## src/rtl/spi_shader_loader.sv

```systemverilog
// spi_shader_loader
//   SPI master (mode 0, MSB first) that streams shader instruction bytes from a
//   valid/ready byte interface into the shader's SPI slave port. Each frame of
//   bytes (terminated by in_last) is wrapped in one active-low spi_cs window.
//
//   Optional feature macro: SPI_SHADER_LOADER_READBACK_EN
//     defined   : spi_miso is shifted in on every rising sclk edge and the
//                 completed byte is presented on rx_data with a one-cycle
//                 rx_valid strobe at the 8th falling edge.
//     undefined : rx_data/rx_valid are tied to 0 and spi_miso is ignored.
//
//   Parameter
//     CLK_DIV  : SCLK half-period in clk cycles (1..255)
//
//   Ports
//     clk, rst_n          : system clock, asynchronous active-low reset
//     in_data, in_last    : byte to send and end-of-frame marker
//     in_valid, in_ready  : byte handshake (accepted when both are high)
//     busy                : high while a frame holds spi_cs low
//     spi_cs, spi_sclk    : chip select (active low), SPI clock (idle low)
//     spi_mosi, spi_miso  : serial data out / in
//     rx_data, rx_valid   : readback byte and its strobe
module spi_shader_loader #(
    parameter int CLK_DIV = 2
) (
    input  logic       clk,
    input  logic       rst_n,
    input  logic [7:0] in_data,
    input  logic       in_last,
    input  logic       in_valid,
    output logic       in_ready,
    output logic       busy,
    output logic       spi_cs,
    output logic       spi_sclk,
    output logic       spi_mosi,
    input  logic       spi_miso,
    output logic [7:0] rx_data,
    output logic       rx_valid
);

    typedef enum logic [2:0] {
        IDLE,
        LEAD,
        SHIFT,
        BYTE_END,
        HOLD
    } state_t;

    localparam logic [7:0] DIV_LAST = 8'(CLK_DIV - 1);

    state_t     state;
    logic [7:0] div_cnt;
    logic [2:0] bit_cnt;
    logic       half;      // 0: low half of a bit, 1: high half
    logic [7:0] tx_sh;
    logic       last_q;
    logic       div_done;
    logic       accept;

    assign div_done = (div_cnt == DIV_LAST);
    assign accept   = in_valid && in_ready;

    always_ff @(posedge clk or negedge rst_n) begin
        if (!rst_n) begin
            state    <= IDLE;
            div_cnt  <= '0;
            bit_cnt  <= '0;
            half     <= 1'b0;
            tx_sh    <= '0;
            last_q   <= 1'b0;
            in_ready <= 1'b0;
            busy     <= 1'b0;
            spi_cs   <= 1'b1;
            spi_sclk <= 1'b0;
            spi_mosi <= 1'b0;
        end else begin
            case (state)
                IDLE, BYTE_END: begin
                    // in_ready is registered, so it is already high on the
                    // first cycle of either waiting state.
                    if (accept) begin
                        tx_sh    <= in_data;
                        last_q   <= in_last;
                        spi_mosi <= in_data[7];
                        spi_cs   <= 1'b0;
                        busy     <= 1'b1;
                        in_ready <= 1'b0;
                        div_cnt  <= '0;
                        state    <= LEAD;
                    end else begin
                        in_ready <= 1'b1;
                    end
                end
                LEAD: begin
                    if (div_done) begin
                        div_cnt <= '0;
                        bit_cnt <= '0;
                        half    <= 1'b0;
                        state   <= SHIFT;
                    end else begin
                        div_cnt <= div_cnt + 8'd1;
                    end
                end
                SHIFT: begin
                    if (div_done) begin
                        div_cnt <= '0;
                        if (!half) begin
                            half     <= 1'b1;
                            spi_sclk <= 1'b1;
                        end else begin
                            half     <= 1'b0;
                            spi_sclk <= 1'b0;
                            if (bit_cnt == 3'd7) begin
                                // mosi keeps bit0 through HOLD/BYTE_END
                                if (last_q) begin
                                    state <= HOLD;
                                end else begin
                                    state    <= BYTE_END;
                                    in_ready <= 1'b1;
                                end
                            end else begin
                                bit_cnt  <= bit_cnt + 3'd1;
                                tx_sh    <= {tx_sh[6:0], 1'b0};
                                spi_mosi <= tx_sh[6];
                            end
                        end
                    end else begin
                        div_cnt <= div_cnt + 8'd1;
                    end
                end
                HOLD: begin
                    if (div_done) begin
                        div_cnt  <= '0;
                        spi_cs   <= 1'b1;
                        busy     <= 1'b0;
                        spi_mosi <= 1'b0;
                        in_ready <= 1'b1;
                        state    <= IDLE;
                    end else begin
                        div_cnt <= div_cnt + 8'd1;
                    end
                end
                default: begin
                    state <= IDLE;
                end
            endcase
        end
    end

`ifdef SPI_SHADER_LOADER_READBACK_EN
    logic       sclk_rise;
    logic       last_fall;
    logic [7:0] rx_sh;

    assign sclk_rise = (state == SHIFT) && !half && div_done;
    assign last_fall = (state == SHIFT) && half && div_done && (bit_cnt == 3'd7);

    always_ff @(posedge clk or negedge rst_n) begin
        if (!rst_n) begin
            rx_sh    <= '0;
            rx_data  <= '0;
            rx_valid <= 1'b0;
        end else begin
            rx_valid <= 1'b0;
            if (sclk_rise) begin
                rx_sh <= {rx_sh[6:0], spi_miso};
            end
            // the final rise has already shifted bit0 into rx_sh
            if (last_fall) begin
                rx_data  <= rx_sh;
                rx_valid <= 1'b1;
            end
        end
    end
`else
    logic unused_miso;
    assign unused_miso = spi_miso;
    assign rx_data     = '0;
    assign rx_valid    = 1'b0;
`endif

endmodule

```

## config.mk

```make
export PLATFORM = sky130hd
export DESIGN_NAME = spi_shader_loader
export DESIGN_NICKNAME = d
export VERILOG_FILES = /design/src/rtl/spi_shader_loader.sv
export SDC_FILE = /design/constraint.sdc
export NUM_CORES = 1
export LEC_CHECK = 0
export BUFFER_PORTS_ARGS = -buffer_cell sky130_fd_sc_hd__buf_2
export CAP_MARGIN = 20
export CORE_MARGIN = 5
export CORE_UTILIZATION = 45
export DETAILED_ROUTE_END_ITERATION = 8
export PLACE_DENSITY = 0.79
export SLEW_MARGIN = 20
export SYNTH_ARGS = -nofsm -noshare
export SYNTH_HDL_FRONTEND = slang
export SYNTH_SLANG_ARGS = --single-unit
```

## constraint.sdc

```tcl
create_clock -name clk -period 2 [get_ports clk]
set_clock_uncertainty 0.1 [all_clocks]
set_input_delay 0.2 -clock clk [delete_from_list [all_inputs] [get_ports clk]]
set_output_delay 0.2 -clock clk [all_outputs]
set_load 0.03 [all_outputs]
```

Word level (Yosys, flattened, before mapping). Cells that the tools add are included.

Register bits after elaboration: 28. Input bits: 13. Output and inout bits: 14. Logic and storage cells: 86.

$add $sub $neg: 2. Equality and inequality tests: 14. Multiplexer cells: 40. Reduce and logical (&&, ||, !) cells: 19.

Operator list (count): 2-to-1 mux 3 bit (10); 2-to-1 mux 7 bit (4); AND reduction 6 bit (3); 2-to-1 mux 8 bit (2); inequality test 2 bit, second input constant (8); one-hot mux 8 bit (2 select lines) (1); 2-to-1 mux 1 bit (15); one-hot mux 7 bit (2 select lines) (1); one-hot mux 3 bit (4 select lines) (1); AND reduction 5 bit (2); adder 8 x 1 -> 8 bit, second input constant (1); equality test 8 x 1 -> 1 bit, second input constant (1); nonzero test 2 bit (4); equality test 3 x 2 -> 1 bit, second input constant (2); equality test 3 bit, second input constant (2); one-hot mux 1 bit (2 select lines) (3); one-hot mux 1 bit (3 select lines) (2); one-hot mux 3 bit (2 select lines) (1); AND reduction 2 bit (3); AND reduction 3 bit (2); adder 3 x 1 -> 3 bit, second input constant (1); equality test 3 x 1 -> 1 bit, second input constant (1); zero test 3 bit (1); nonzero test 3 bit (1); 3 further kinds (3).

Depth between registers and ports, before layout.
Depth in word-level cells: 5. Mapped depth: 7. Depth with buffers taken out: 6.

Worst setup path after synthesis. OpenSTA, ideal clock, no wires.

Path kind: reg-to-reg. Start point: register bit_cnt[0]. End point: register tx_sh[1]. Setup time: 0.125 ns. Arrival time: 1.776 ns. Required time: 1.775 ns. Setup slack: -0.001 ns. Stages on the path, launching flop included: 7. Buffers on the path: 0. Clock period less this slack: 2.001 ns. Path through: dfrtp_1 > ha_1 > ha_1 > nor2b_1 > a31oi_1 > nor3_2 > mux2_2.

Cells in the longest elaborated chain, start to end: 3.

Ends and longest elaborated chain: start, declared (line 53) `logic [2:0] bit_cnt;`; start signal, assigned (line 122) `bit_cnt <= bit_cnt + 3'd1;`; equality test 3 bit (line 113) `if (bit_cnt == 3'd7) begin`; inequality test 2 bit (no line); AND reduction 5 bit (no line); end signal, assigned (line 82) `tx_sh <= in_data;`; end signal, assigned (line 123) `tx_sh <= {tx_sh[6:0], 1'b0};`; end, declared (line 55) `logic [7:0] tx_sh;`.

Every way passes these cells. A chain may end at the register's enable or synchronous reset.

Worst setup path after layout.
Start point: register div_cnt[1]. End point: register bit_cnt[1].

Cells in the longest elaborated chain, start to end: 3. Elaborated cells on any way between the ends: 4. Classes of those cells: eq/ne (3); reduce/logical (1).

Ends and longest elaborated chain: start, declared (line 52) `logic [7:0] div_cnt;`; start signal, assigned (line 101) `div_cnt <= div_cnt + 8'd1;`; start signal, assigned (line 128) `div_cnt <= div_cnt + 8'd1;`; start signal, assigned (line 140) `div_cnt <= div_cnt + 8'd1;`; equality test 8 x 1 -> 1 bit * (line 60) `assign div_done = (div_cnt == DIV_LAST);`; inequality test 2 bit (no line); AND reduction 5 bit (no line) *.

Mark *: on every way between the ends. The rest lies on a longest branch, timed or not.

==> flow_summary.yaml <==
outcome:
  status: "complete, no violations"
global_route:
  grt_pass1_vias: 1293
  grt_use_met1: 0.189
  grt_use_total: 0.142
  met3_usage: 0.0323
  busiest_layer: "met2"
  grt_max_degree: 29
  use_met2: 0.242
  grt_overflow: 0
  antenna_found_initial: 0
  grt_pass1_wl_microns: 5950
power_and_ir_drop:
  p_total_mw: 3.27
  leakage_nw: 0.918
  switching_share: 0.415
  peakVddDrop_mv: 0.912
  intPower_mw: 1.91
  clkPwrFrac: 0.135
  power.switching_mw: 1.36
  power_density_nw_per_um2: 1630
  p_seq_frac: 0.285
  p_comb_frac: 0.580
timing:
  finalCritPeriodShare: 0.979
  maxSlewHeadroom: 0.587
  layout_setup_ws_ns: 0.0418
  hold_violations: 0
  setup_viol_count_final: 0
  drv_slew: 0
  tightest_slew_ns: 0.619
  fin_crit_ns: 1.96
  fmax_mhz: 511
worst_setup_path:
  r2r_setup_slack_ns: 0.04
  worst_setup_path_end_kind: "register"
  worst_setup_path_start_kind: "register"
  setup.worst_path.end: "bit_cnt[1]"
  arrival_ns: 2.02
  crit_fanout: 4
  rr_startpoint: "div_cnt[1]"
  crit_start: "div_cnt[1]"
  r2r_end: "bit_cnt[1]"
  path_class: "reg2reg"
  worstPathRequired_ns: 2.07
  r2r.worst_path.cells: 6
clock_network:
  cts_buffers: 3
  clock_sinks: 28
  clk_latency_ns: 0.27
  htreeDepth: 1
  cts_tree: "yes"
  cts.path.max_buffers: 2
  cts_root_buf: "clkbuf_8"
  path_clk_slew_ns: 0.10
synthesis:
  synth_area_leader_cell: "dfrtp_1"
  synth_edf_count: 0
  syn_avg_cell_area_sq_um: 9.55
  synthCells: 178
  synthTopCellsByCount: "27 x dfrtp_1, 22 x nand2_1, 11 x a31oi_1"
  synthTopCellsByArea: "dfrtp_1 40%, mux2_2 6.0%, nand2_1 4.9%, buf_4 4.4%, a31oi_1 4.0%"
  synth_xor_area_frac: 0.0103
  syn_area_sq_um: 1700
  yosysWarningCount: 0
  async_flop_share: 1.00
  synthDominantCellAreaShare: 0.397
  synth-compound-area-share: 0.181
  ys_types: 50
  synth-seq-area-share: 0.413
  ys_ff_latch: 28
  yosys-mux-area-fraction: 0.0714
  synth.most_common_cell: "dfrtp_1"
  synth_top_family_by_area: "simple AND/OR/NAND/NOR gates"
  ys_dominant_reg_cell: "dfrtp_1"
  synthAdderAreaFrac: 0.0361
  yosys.area_share.simple: 0.207
placed_design:
  routabilityCongestion: 0.824
  portBuffers: 16
  dp_slack_ns: 0.00832
  place_inst: 247
  dp_hpwl_microns: 2570
routing:
  wirelength_microns: 3540
  ant_nets: 0
  vias_per_cell: 5.43
  via_count: 1389
  drt-initial-drc-count: 73
  drc: 0
  wl_per_cell_microns: 13.8
  drtPass1Iterations: 4
cells_and_area:
  diodes: 0
  final_nets: 226
  area_delta_synth_final_pct: 18.0
  layout-drive-gt1-share: 0.298
  instances_no_fill: 256
  n_fill_cell: 354
floorplan:
  core_area_sq_um: 3660
  io_pins: 27
  row_count: 22
  fp.dieW_microns: 71.5
  die-area_sq_um: 5110
  start_util: 0.464
  fp.dieH_microns: 71.5
hold_path:
  worstHoldPathType: "in2reg"
run:
  max_cap_violations: 0
[critical path, cell delays in order (launching register included)]
cell and delay, ns:
dfrtp_1 0.38, inv_1 0.07, ha_1 0.16, nor3b_4 0.26
nand2_2 0.11, or4_4 0.54, a32o_1 0.22
[stage by stage]
step            util  area [sq um]  TNS (ns)  hold slack (ns)
3_3_place_gp   0.514          1880         0            0.159
2_1_floorplan      -          1730  -0.00258           -0.196
5_1_grt        0.548          2010   -0.0260           0.0456
3_5_place_dp   0.514          1880         0            0.153
4_1_cts        0.536          1960         0           0.0456
6_report       0.548          2010         0           0.0500
[per-layer routing]
layer / vias up / part of all wire / wire length [microns]
met2: 22 / 0.51 / 1800
met4: 0 / 0.0028 / 10
li1: 694 / - / -
met5: - / 0 / 0
met3: 2 / 0.038 / 133
met1: 671 / 0.45 / 1600
[cells by family (layout without fill, tap and decap cells)]
logic type | Yosys count | count (layout)
AND/OR/NAND/NOR | 62 | 62
AO/OA/AOI/OAI | 44 | 44
flip-flops | 28 | 28
buffers and inverters | 25 | 47
multiplexers | 11 | 11
adder cells (fa/ha/maj) | 5 | 5
XOR/XNOR | 2 | 2
other | 1 | 9
[final cells by class]
cell class,count,area [sq um],area share
clock inverter,1,30.0,0.0150
multi-input combinational,133,911,0.454
sequential,28,702,0.350
inverter,6,22.5,0.0112
timing repair buffer,37,240,0.120
clock buffer,3,41.3,0.0206
tap,48,60.1,0.0299
[worst min path at each step]
stage | slack (ns) | to | depth (start not counted) | startpoint
after floorplan | -0.20 | bit_cnt[0] | 0 | rst_n
after global placement | 0.16 | bit_cnt[1] | 1 | rst_n
after detailed placement | 0.15 | bit_cnt[1] | 1 | rst_n
after CTS | 0.05 | last_q | 2 | in_last
after global routing | 0.05 | last_q | 2 | in_last
final | 0.05 | last_q | 2 | in_last
[repair_timing]
item | in CTS | in global routing
gates resized for setup | 0 | 4
endpoints found under the hold margin | 27 | 0
hold buffers | 1 | 0
setup buffers | 0 | 4
setup endpoints to repair | 0 | 9
[power by group through the flow]
stage	clock network, mW	registers [mW]	logic, mW
floorplan	0	1.01	1.24
global placement	0	0.932	1.75
detailed placement	0	0.942	1.79
CTS	0.451	0.930	1.81
global route	0.476	0.956	2.07
finish	0.442	0.931	1.89
[placed cells by master, fill, tap and decap left out, types with 4 or more instances in the layout]
cell      n
nor2_1    6
buf_4    20
o22ai_1   4
conb_1    9
inv_1     6
o21ai_0   7
dfrtp_1  27
nand3_1   8
mux2_2    9
a31oi_1  11
buf_2    16
nand2_1  22
[flip-flops by register name, summed over array words and instances (netlist names)]
signal    count
in_ready      1
bit_cnt       3
spi_mosi      1
last_q        1
spi_cs        1
busy          1
spi_sclk      1
state         3
div_cnt       8
half          1
tx_sh         7
Power figures use the tool's default switching activity.
